<file path="src/rtl/hazard_pkg.sv">
// -----------------------------------------------------------------------------
// hazard_pkg
// Shared definitions for the pipeline hazard controller:
//   - hz_state_t   : controller FSM encoding (RUN / MEM_WAIT / FAULT)
//   - STALL_CNT_W  : width of the consecutive memory-stall counter
//   - PERF_CNT_W   : width of the performance counters
//   - detect_loaduse() : load-use hazard detection helper
// -----------------------------------------------------------------------------
package hazard_pkg;

    typedef enum logic [1:0] {
        RUN      = 2'd0,
        MEM_WAIT = 2'd1,
        FAULT    = 2'd2
    } hz_state_t;

    localparam int unsigned STALL_CNT_W = 16;
    localparam int unsigned PERF_CNT_W  = 32;

    localparam logic [PERF_CNT_W-1:0] PERF_CNT_MAX = {PERF_CNT_W{1'b1}};
    localparam logic [PERF_CNT_W-1:0] PERF_CNT_ONE = {{(PERF_CNT_W-1){1'b0}}, 1'b1};

    // A load in EX whose destination feeds the instruction in ID cannot be
    // covered by forwarding. x0 is never a real dependency.
    function automatic logic detect_loaduse(
        input logic       memread,
        input logic [4:0] rd,
        input logic [4:0] rs1,
        input logic [4:0] rs2,
        input logic       uses_rs2
    );
        detect_loaduse = memread && (rd != 5'd0) &&
                         ((rd == rs1) || (uses_rs2 && (rd == rs2)));
    endfunction

endpackage

</file>
<file path="src/rtl/hazard_perf_counter.sv">
// -----------------------------------------------------------------------------
// hazard_perf_counter
// Saturating event counter; holds at all-ones instead of wrapping.
// Ports:
//   in_clk    : clock, rising edge
//   in_rst_n  : asynchronous active-low reset (count -> 0)
//   in_en     : count one event this cycle
//   out_count : current count
// -----------------------------------------------------------------------------
module hazard_perf_counter
    import hazard_pkg::*;
(
    input  logic                  in_clk,
    input  logic                  in_rst_n,
    input  logic                  in_en,
    output logic [PERF_CNT_W-1:0] out_count
);

    logic [PERF_CNT_W-1:0] r_count_r;

    // Event counter register, saturating at its maximum value.
    always_ff @(posedge in_clk or negedge in_rst_n) begin
        if (!in_rst_n) begin
            r_count_r <= {PERF_CNT_W{1'b0}};
        end else if (in_en && (r_count_r != PERF_CNT_MAX)) begin
            r_count_r <= r_count_r + PERF_CNT_ONE;
        end else begin
            r_count_r <= r_count_r;
        end
    end

    assign out_count = r_count_r;

endmodule

</file>
<file path="src/rtl/hazard_controller.sv">
// -----------------------------------------------------------------------------
// hazard_controller
// Hazard and stall sequencer for the 5-stage RISC-V pipeline. Drives the
// write enables of PC, IF/ID, ID/EX, EX/MEM and the flush controls of IF/ID,
// ID/EX and MEM/WB. Handles, in priority order: watchdog fault, data-memory
// stall, taken branch, load-use hazard.
//
// Parameter:
//   MEM_TIMEOUT : consecutive memory-stall cycles tolerated before the sticky
//                 fault (1..65535)
// Ports:
//   in_clk, in_rst_n              : clock / async active-low reset
//   in_idex_memread, in_idex_rd   : load in EX and its destination
//   in_ifid_rs1/rs2, in_ifid_uses_rs2 : sources of the instruction in ID
//   in_branch_taken               : branch/jump resolved taken in EX
//   in_dmem_req, in_dmem_ready    : data-memory handshake of MEM stage
//   out_*_write                   : stage register enables (combinational)
//   out_*_flush                   : bubble insertion (combinational)
//   out_mem_fault                 : sticky watchdog fault
//   out_stall_cycles, out_flush_count : performance counters
//
// Optional feature macro: HAZARD_PERF_CNT_EN
//   defined   -> saturating stall-cycle and branch-flush counters
//   undefined -> both counter outputs tied to zero, no counter flops
// -----------------------------------------------------------------------------
module hazard_controller
    import hazard_pkg::*;
#(
    parameter int unsigned MEM_TIMEOUT = 16
) (
    input  logic                  in_clk,
    input  logic                  in_rst_n,
    input  logic                  in_idex_memread,
    input  logic [4:0]            in_idex_rd,
    input  logic [4:0]            in_ifid_rs1,
    input  logic [4:0]            in_ifid_rs2,
    input  logic                  in_ifid_uses_rs2,
    input  logic                  in_branch_taken,
    input  logic                  in_dmem_req,
    input  logic                  in_dmem_ready,
    output logic                  out_pc_write,
    output logic                  out_ifid_write,
    output logic                  out_idex_write,
    output logic                  out_exmem_write,
    output logic                  out_ifid_flush,
    output logic                  out_idex_flush,
    output logic                  out_memwb_flush,
    output logic                  out_mem_fault,
    output logic [PERF_CNT_W-1:0] out_stall_cycles,
    output logic [PERF_CNT_W-1:0] out_flush_count
);

    // One extra bit so the incremented count can never wrap before compare.
    localparam logic [STALL_CNT_W:0] TIMEOUT_LIMIT = MEM_TIMEOUT[STALL_CNT_W:0];
    localparam logic [STALL_CNT_W:0] CNT_ONE       = {{STALL_CNT_W{1'b0}}, 1'b1};

    hz_state_t              r_state_r;
    hz_state_t              w_state_next_s;
    logic [STALL_CNT_W-1:0] r_stall_cnt_r;
    logic [STALL_CNT_W-1:0] w_stall_cnt_next_s;
    logic [STALL_CNT_W:0]   w_cnt_inc_s;
    logic                   w_memstall_s;
    logic                   w_loaduse_s;
    logic                   w_branch_flush_s;

    assign w_memstall_s = in_dmem_req && !in_dmem_ready;
    assign w_loaduse_s  = detect_loaduse(in_idex_memread, in_idex_rd, in_ifid_rs1,
                                         in_ifid_rs2, in_ifid_uses_rs2);

    // FSM state and consecutive-stall counter registers.
    always_ff @(posedge in_clk or negedge in_rst_n) begin
        if (!in_rst_n) begin
            r_state_r     <= RUN;
            r_stall_cnt_r <= {STALL_CNT_W{1'b0}};
        end else begin
            r_state_r     <= w_state_next_s;
            r_stall_cnt_r <= w_stall_cnt_next_s;
        end
    end

    // Next-state logic; the stall count is the number of this cycle within the
    // current run of stalled cycles (RUN always starts a fresh run at 1).
    always_comb begin
        w_state_next_s     = r_state_r;
        w_stall_cnt_next_s = r_stall_cnt_r;
        if (r_state_r == MEM_WAIT) begin
            w_cnt_inc_s = {1'b0, r_stall_cnt_r} + CNT_ONE;
        end else begin
            w_cnt_inc_s = CNT_ONE;
        end
        case (r_state_r)
            RUN, MEM_WAIT: begin
                if (w_memstall_s && (w_cnt_inc_s >= TIMEOUT_LIMIT)) begin
                    w_state_next_s     = FAULT;
                    w_stall_cnt_next_s = {STALL_CNT_W{1'b0}};
                end else if (w_memstall_s) begin
                    w_state_next_s     = MEM_WAIT;
                    w_stall_cnt_next_s = w_cnt_inc_s[STALL_CNT_W-1:0];
                end else begin
                    w_state_next_s     = RUN;
                    w_stall_cnt_next_s = {STALL_CNT_W{1'b0}};
                end
            end
            FAULT: begin
                w_state_next_s     = FAULT;
                w_stall_cnt_next_s = {STALL_CNT_W{1'b0}};
            end
            default: begin
                w_state_next_s     = RUN;
                w_stall_cnt_next_s = {STALL_CNT_W{1'b0}};
            end
        endcase
    end

    // Pipeline control outputs. Reset forces the default (free-running)
    // controls at once, even while the inputs still describe a stall.
    always_comb begin
        out_pc_write     = 1'b1;
        out_ifid_write   = 1'b1;
        out_idex_write   = 1'b1;
        out_exmem_write  = 1'b1;
        out_ifid_flush   = 1'b0;
        out_idex_flush   = 1'b0;
        out_memwb_flush  = 1'b0;
        out_mem_fault    = 1'b0;
        w_branch_flush_s = 1'b0;
        if (!in_rst_n) begin
            w_branch_flush_s = 1'b0;
        end else begin
            case (r_state_r)
                FAULT: begin
                    out_pc_write    = 1'b0;
                    out_ifid_write  = 1'b0;
                    out_idex_write  = 1'b0;
                    out_exmem_write = 1'b0;
                    out_memwb_flush = 1'b1;
                    out_mem_fault   = 1'b1;
                end
                RUN, MEM_WAIT: begin
                    if (w_memstall_s) begin
                        // Freeze everything; the branch stays in EX and
                        // re-presents itself once memory completes.
                        out_pc_write    = 1'b0;
                        out_ifid_write  = 1'b0;
                        out_idex_write  = 1'b0;
                        out_exmem_write = 1'b0;
                        out_memwb_flush = 1'b1;
                    end else if (in_branch_taken) begin
                        // Wrong-path ID instruction is squashed, so any
                        // load-use dependency it had no longer matters.
                        w_branch_flush_s = 1'b1;
                    end else if (w_loaduse_s) begin
                        out_pc_write   = 1'b0;
                        out_ifid_write = 1'b0;
                        out_idex_flush = 1'b1;
                    end else begin
                        w_branch_flush_s = 1'b0;
                    end
                end
                default: begin
                    w_branch_flush_s = 1'b0;
                end
            endcase
            if (w_branch_flush_s) begin
                out_ifid_flush = 1'b1;
                out_idex_flush = 1'b1;
            end else begin
                out_ifid_flush = out_ifid_flush;
            end
        end
    end

`ifdef HAZARD_PERF_CNT_EN
    hazard_perf_counter u_stall_cnt (
        .in_clk    (in_clk),
        .in_rst_n  (in_rst_n),
        .in_en     (!out_pc_write),
        .out_count (out_stall_cycles)
    );

    hazard_perf_counter u_flush_cnt (
        .in_clk    (in_clk),
        .in_rst_n  (in_rst_n),
        .in_en     (w_branch_flush_s),
        .out_count (out_flush_count)
    );
`else
    assign out_stall_cycles = {PERF_CNT_W{1'b0}};
    assign out_flush_count  = {PERF_CNT_W{1'b0}};
`endif

endmodule
</file>
<file path="config.mk">
export PLATFORM = sky130hd
export DESIGN_NAME = hazard_controller
export DESIGN_NICKNAME = d
export VERILOG_FILES = /design/src/rtl/hazard_pkg.sv /design/src/rtl/hazard_perf_counter.sv /design/src/rtl/hazard_controller.sv
export SDC_FILE = /design/constraint.sdc
export NUM_CORES = 1
export LEC_CHECK = 0
export CAP_MARGIN = 40
export CORE_ASPECT_RATIO = 1.2
export CORE_MARGIN = 2
export CORE_UTILIZATION = 59
export CTS_BUF_LIST = sky130_fd_sc_hd__clkbuf_2
export DETAILED_ROUTE_END_ITERATION = 7
export DONT_BUFFER_PORTS = 1
export PLACE_DENSITY = 0.78
export SETUP_SLACK_MARGIN = 0.05
export SLEW_MARGIN = 10
export SYNTH_ARGS = -nofsm -noshare
export SYNTH_HDL_FRONTEND = slang
export SYNTH_SLANG_ARGS = --single-unit
</file>
<file path="constraint.sdc">
create_clock -name in_clk -period 1.7 [get_ports in_clk]
set_input_delay 0.17 -clock in_clk [delete_from_list [all_inputs] [get_ports in_clk]]
set_output_delay 0.17 -clock in_clk [all_outputs]
set_load 0.01 [all_outputs]
</file>
* Word level (Yosys, flattened, before mapping)
Index checks and enable logic that the tools add are counted.
** Storage, ports and cells
- Register bits after elaboration :: 18
- Output and inout port bits :: 72
- Logic and storage cells :: 50
** Cells by class
- $add $sub $neg :: 1
- Order comparisons :: 1
- Eq/ne operators :: 4
- Multiplexer cells :: 32
- Reductions and logical operators :: 10
** Operators with widths (count)
- $mux W16 :: 3
- $mux W1 :: 23
- $add A16 B1 Y17 const B :: 1
- $ge A17 B5 Y1 const B :: 1
- $mux W17 :: 1
- $eq A5 B5 Y1 :: 2
- $pmux W1 S2 :: 3
- $logic_and A1 B1 Y1 :: 5
- $reduce_bool A5 Y1 :: 1
- $pmux W2 S2 :: 1
- $eq A2 B1 Y1 const B :: 1
- $eq A2 B2 Y1 const B :: 1
- $logic_not A2 Y1 :: 1
- $mux W2 :: 1
- $reduce_or A2 Y1 :: 1
- $logic_not A1 Y1 :: 1
- $logic_or A1 B1 Y1 :: 1

* Depth between registers and ports, before layout
- Word-level depth :: 10
- Mapped depth :: 7
- Gate-level depth less buffers :: 7

* Worst setup path after synthesis
Ideal clock, no wire load.
- Path kind :: register to register
- From :: reg r_stall_cnt_r[0]
- To :: reg r_stall_cnt_r[0]
- Arrival time :: 1.786 ns
- Slack :: -0.153 ns
- Stages on the path, launching flop included :: 8
- Buffers on the path :: 0
- Cells stage by stage :: dfrtp_1 ha_1 and3_1 nor3b_1 nand4_1 and3_4 nor4_4 and3_1
** Between the ends
- Cells in the longest elaborated chain, start to end :: 6
** RTL lines
- from (decl) :: line hazard_controller.sv:59 : logic [STALL_CNT_W-1:0] r_stall_cnt_r;
- from (signal assigned) :: line hazard_controller.sv:74 : r_stall_cnt_r <= {STALL_CNT_W{1'b0}};
- from (signal assigned) :: line hazard_controller.sv:77 : r_stall_cnt_r <= w_stall_cnt_next_s;
- $add A16 B1 Y17 (*) :: line hazard_controller.sv:87 : w_cnt_inc_s = {1'b0, r_stall_cnt_r} + CNT_ONE;
- $mux W17 (*) :: line hazard_controller.sv:86 : if (r_state_r == MEM_WAIT) begin
- $ge A17 B5 Y1 :: line hazard_controller.sv:93 : if (w_memstall_s && (w_cnt_inc_s >= TIMEOUT_LIMIT)) begin
- $logic_and A1 B1 Y1 :: line hazard_controller.sv:93
- $mux W16 (*) :: line hazard_controller.sv:93
- $mux W16 (*) :: line hazard_controller.sv:91 : case (r_state_r)
- net w_stall_cnt_next_s[0] :: line hazard_controller.sv:60 : logic [STALL_CNT_W-1:0] w_stall_cnt_next_s;
The timed path passes the listed nets; every way through them passes the cells marked *.

* Final worst setup path
Ends and elaborated chain as after synthesis.

==> reports/results.env <==
POST_LAYOUT_NONFILLER_INSTANCES=230
TRACK_USAGE_PCT=15.9
FIN_WORST_SKEW_PS=7.23
CLOCK_LATENCY_PS=280
SYNTH_WARNINGS=0
CLOCK-ROOT-BUFFER='sky130_fd_sc_hd__clkbuf_2'
DIE_HEIGHT_UM=60.2
CTS_NUM_SINKS=18
INITIALDRTVIOLATIONCOUNT=28
DETAILROUTE.VIA_COUNT=1073
CHIPWIDTH_UM=50.8
ROUTED_VIA_DENSITY=4.67
FLOP_PWR_SHARE_PCT=49.0
GLOBAL_ROUTE.OVERFLOW_TOTAL=0
DP.CELLS=223
START_KIND='flop'
CLOCK_POWER_SHARE_PCT=16.2
TOTAL_LEAKAGE_POWER_nW=0.778
CTS_BUFFERS=3
PLACE_WORST_SETUP_SLACK_PS=-226
TIMING.FMAX_MHz=502
LAYOUT.AREA.SEQ_UM2=453
ANTENNA_FOUND_INITIAL=0
REGTOREGSETUPSLACK_PS=-290
CRITPATHKIND='flop to flop'
STARTING_DENSITY_PCT=61.3
GRT_FIRST_PASS_WIRELENGTH_UM=3630
PEAKVDDDROP_mV=0.828
CRIT_BUF_INV=0
CRIT_PATH_DEPTH=7
TOTAL_SWITCHING_POWER_mW=0.391
NUM-FILL-CELLS=218
CORE-AREA_MM2=0.00253
TIMING_WORST_SLEW_PIN_VALUE_PS=747
PLACEMENT_ROWS=20
LAYOUT.NETS=221
FINALSETUPVIOLCOUNT=6
ANTENNA-DIODE-COUNT=0
ROUTED_WIRELENGTH_UM=2540
HOLD_VIOL_FINAL=0
STARTPOINT='r_stall_cnt_r[0]$_DFF_PN0_'
COUNT_OF_DIFFERENT_CELL_MASTERS_AFTER_SYNTHESIS=39
CELLPOWERDENSITY_mW_PER_MM2=661
MAX-CLOCK-PATH-BUFFERS=2
WORST_SLACK_PS=-290
SYNTH.YOSYS.SEQ_AREA_SHARE_PCT=29.1
TRITONCTS='yes'
TIMING.CRITICAL_PATH.CELLS='ha_4, and3_4, or2_4, a21oi_4, o21ai_2, nor4_4, and3_1'
CRITPATHMAXFANOUT=6
GRT_PASS1_VIAS=826
SLEW_LIMIT_HEADROOM_PCT=50.0
FINAL_CELL_UTILIZATION_OF_THE_CORE_PCT=62.1
TIMING_MAX_TRANSITION_VIOLATIONS_FINAL=0
CTS_MAX_LEVEL=1
DRCVIOLATIONCOUNT=0
COMB_POWER_SHARE_PCT=34.8
SW_FRAC_OF_TOTAL_PCT=37.7
CRITICAL-PATH-MAX-STAGE-DELAY_PS=480
POST_DRT_WL_PER_CELL_UM=11.1
POST_DETAIL_PLACE_HPWL_UM=1990
WORST_R2R_PATH_DEPTH=7
WORST_R2R_ENDPOINT='r_stall_cnt_r[0]$_DFF_PN0_'
SYNTH_AREA_MM2=0.00155
SYNTH_SEQ_CELLS=18
GRT_SETUP_UNREPAIRED='true'
PERIOD_MINUS_SLACK_PS=1990
VIOLATIONS='setup timing'
DIE_AREA_MM2=0.00306
SYN-INSTANCE-COUNT=170
DRV_CAP=0
MULTIINPUTGATEAREA_UM2=945
CPMAXSTAGEDELAYCELL='sky130_fd_sc_hd__dfrtp_2'
SYNTH_ASYNC_SR_FLOP_SHARE_PCT=100
WORSTSETUPENDPOINT='r_stall_cnt_r[0]$_DFF_PN0_'
IO_PINS=94
DRT_PASS1_ITERATIONS=4
REQUIRED_PS=1930
GP_ROUTABILITY_CONGESTION=0.817
END_KIND='flop'
CRITICAL-PATH-TOP-DELAY-FAMILY='simple AND/OR/NAND/NOR gates'
EDFF_COUNT_SYNTH=0
POWER.TOTAL_mW=1.04
TIMING.HOLD.WORST.CLASS='input port to flop'
CRIT_ARRIVAL_PS=2220
GRT_MAX_DEGREE=19
SYN2LAYOUT_AREA_GROWTH_PCT=1.21
LAYOUT-DRIVE-GT1-SHARE_PCT=18.8
TIMING.FINAL.CRIT_SHARE_PCT=117
MEAN_INSTANCE_SIZE_IN_THE_SYNTHESIZED_NETLIST_UM2=9.12
OUTCOME='complete, but fails checks'
IO_BUF_COUNT=0
SYNTH_FF_TYPE='sky130_fd_sc_hd__dfrtp_1'
INTERNAL_POWER_mW=0.646
ANTENNA_VIOLATING_NETS_POST_ROUTE=0
CTS_CLOCK_PIN_SLEW_FOR_THE_WORST_SETUP_AND_HOLD_PATHS_PS=150
RR_STARTPOINT='r_stall_cnt_r[0]$_DFF_PN0_'
==> synthesized netlist by cell type, types with 3 or more instances <==
cell type / number / area share [%]
sky130_fd_sc_hd__nor2b_1: 3 / 1.2
sky130_fd_sc_hd__xnor2_1: 7 / 4.0
sky130_fd_sc_hd__dfrtp_1: 18 / 29
sky130_fd_sc_hd__and3_1: 8 / 3.2
sky130_fd_sc_hd__nor2_1: 7 / 1.7
sky130_fd_sc_hd__a21oi_1: 3 / 0.97
sky130_fd_sc_hd__nand3_1: 7 / 2.3
sky130_fd_sc_hd__xor2_1: 7 / 4.0
sky130_fd_sc_hd__buf_4: 66 / 32
sky130_fd_sc_hd__o21ai_0: 4 / 1.3
sky130_fd_sc_hd__nand2_1: 4 / 0.97
sky130_fd_sc_hd__nand4_1: 4 / 1.6
==> kinds of logic (layout without fill, tap and decap cells) <==
kind of cell | after synthesis | count (layout) | share of synthesized area (%)
fa+ha+maj | 1 | 1 | 0.807
flops | 18 | 18 | 29.1
buf+inv | 67 | 19 | 32.2
compound gates | 17 | 17 | 7.51
xor+xnor | 14 | 14 | 7.91
other cells | 1 | 76 | 0.242
mux | 1 | 1 | 0.646
simple gates | 51 | 51 | 21.6
==> metal layers <==
layer,vias to the layer above,GRT usage (%),part of all wire (%)
li1,497,-,-
met4,0,9.65,2.8
met1,495,18.7,35
met2,71,28.2,55
met3,10,1.50,7.5
met5,-,0,0
==> metrics by stage <==
stage                     cell area [um2]  setup TNS (ps)  hold WS [ps]
after global routing                 1570           -2150           129
after detailed placement             1480           -1250          -125
after floorplan                      1850            -400          -126
after CTS                            1520           -1460           126
final                                1570           -1650           131
after global placement               1480            -817          -125
==> worst min path at each step <==
stage | from | end | depth (start not counted)
floorplan | in_rst_n | r_stall_cnt_r[0]$_DFF_PN0_ | 0
global placement | in_rst_n | r_stall_cnt_r[15]$_DFF_PN0_ | 0
detailed placement | in_rst_n | r_stall_cnt_r[9]$_DFF_PN0_ | 0
CTS | in_dmem_req | r_state_r[1]$_DFF_PN0_ | 2
global route | in_dmem_req | r_state_r[1]$_DFF_PN0_ | 2
finish | in_dmem_req | r_state_r[1]$_DFF_PN0_ | 2
==> power by group through the flow <==
stage | clock (mW) | sequential, mW | combinational (mW)
global placement | 0 | 0.504 | 0.308
CTS | 0.174 | 0.500 | 0.335
finish | 0.168 | 0.508 | 0.361
global route | 0.189 | 0.515 | 0.398
floorplan | 0 | 0.501 | 0.388
detailed placement | 0 | 0.508 | 0.319
==> sequential cells by signal, indices dropped and copies added, names as in the netlist <==
register and count:
r_state_r 2, r_stall_cnt_r 16
==> cell usage in the layout, fill, tap and decap left out, drive strengths merged, types with 2 or more instances in the layout <==
cell    instances
clkbuf          3
buf            13
nor2            7
nand4           5
nand2           4
o21ai           4
xnor2           7
dfrtp          18
nor2b           3
and3            9
o31ai           2
a31oi           2
and2            2
nand3           7
xor2            7
nor4            3
conb           76
nor3            3
a21oi           3
==> final cells by class <==
cell class,instances,share of cell area (%)
Multi-Input combinational cell,160,60.2
Sequential cell,18,28.9
Timing Repair Buffer,14,6.86
Tap cell,33,2.63
Clock buffer,3,0.957
Clock inverter,1,0.239
Inverter,1,0.239
==> what timing repair did <==
item,4_1_cts,5_1_grt
setup endpoints to repair,8,11
gates resized for setup,2,12
setup buffers,1,1
hold buffers,1,0
gates cloned,0,0
endpoints found under the hold margin,18,0
pin swaps,3,2
Note: power is estimated with default switching activity, not from simulation.
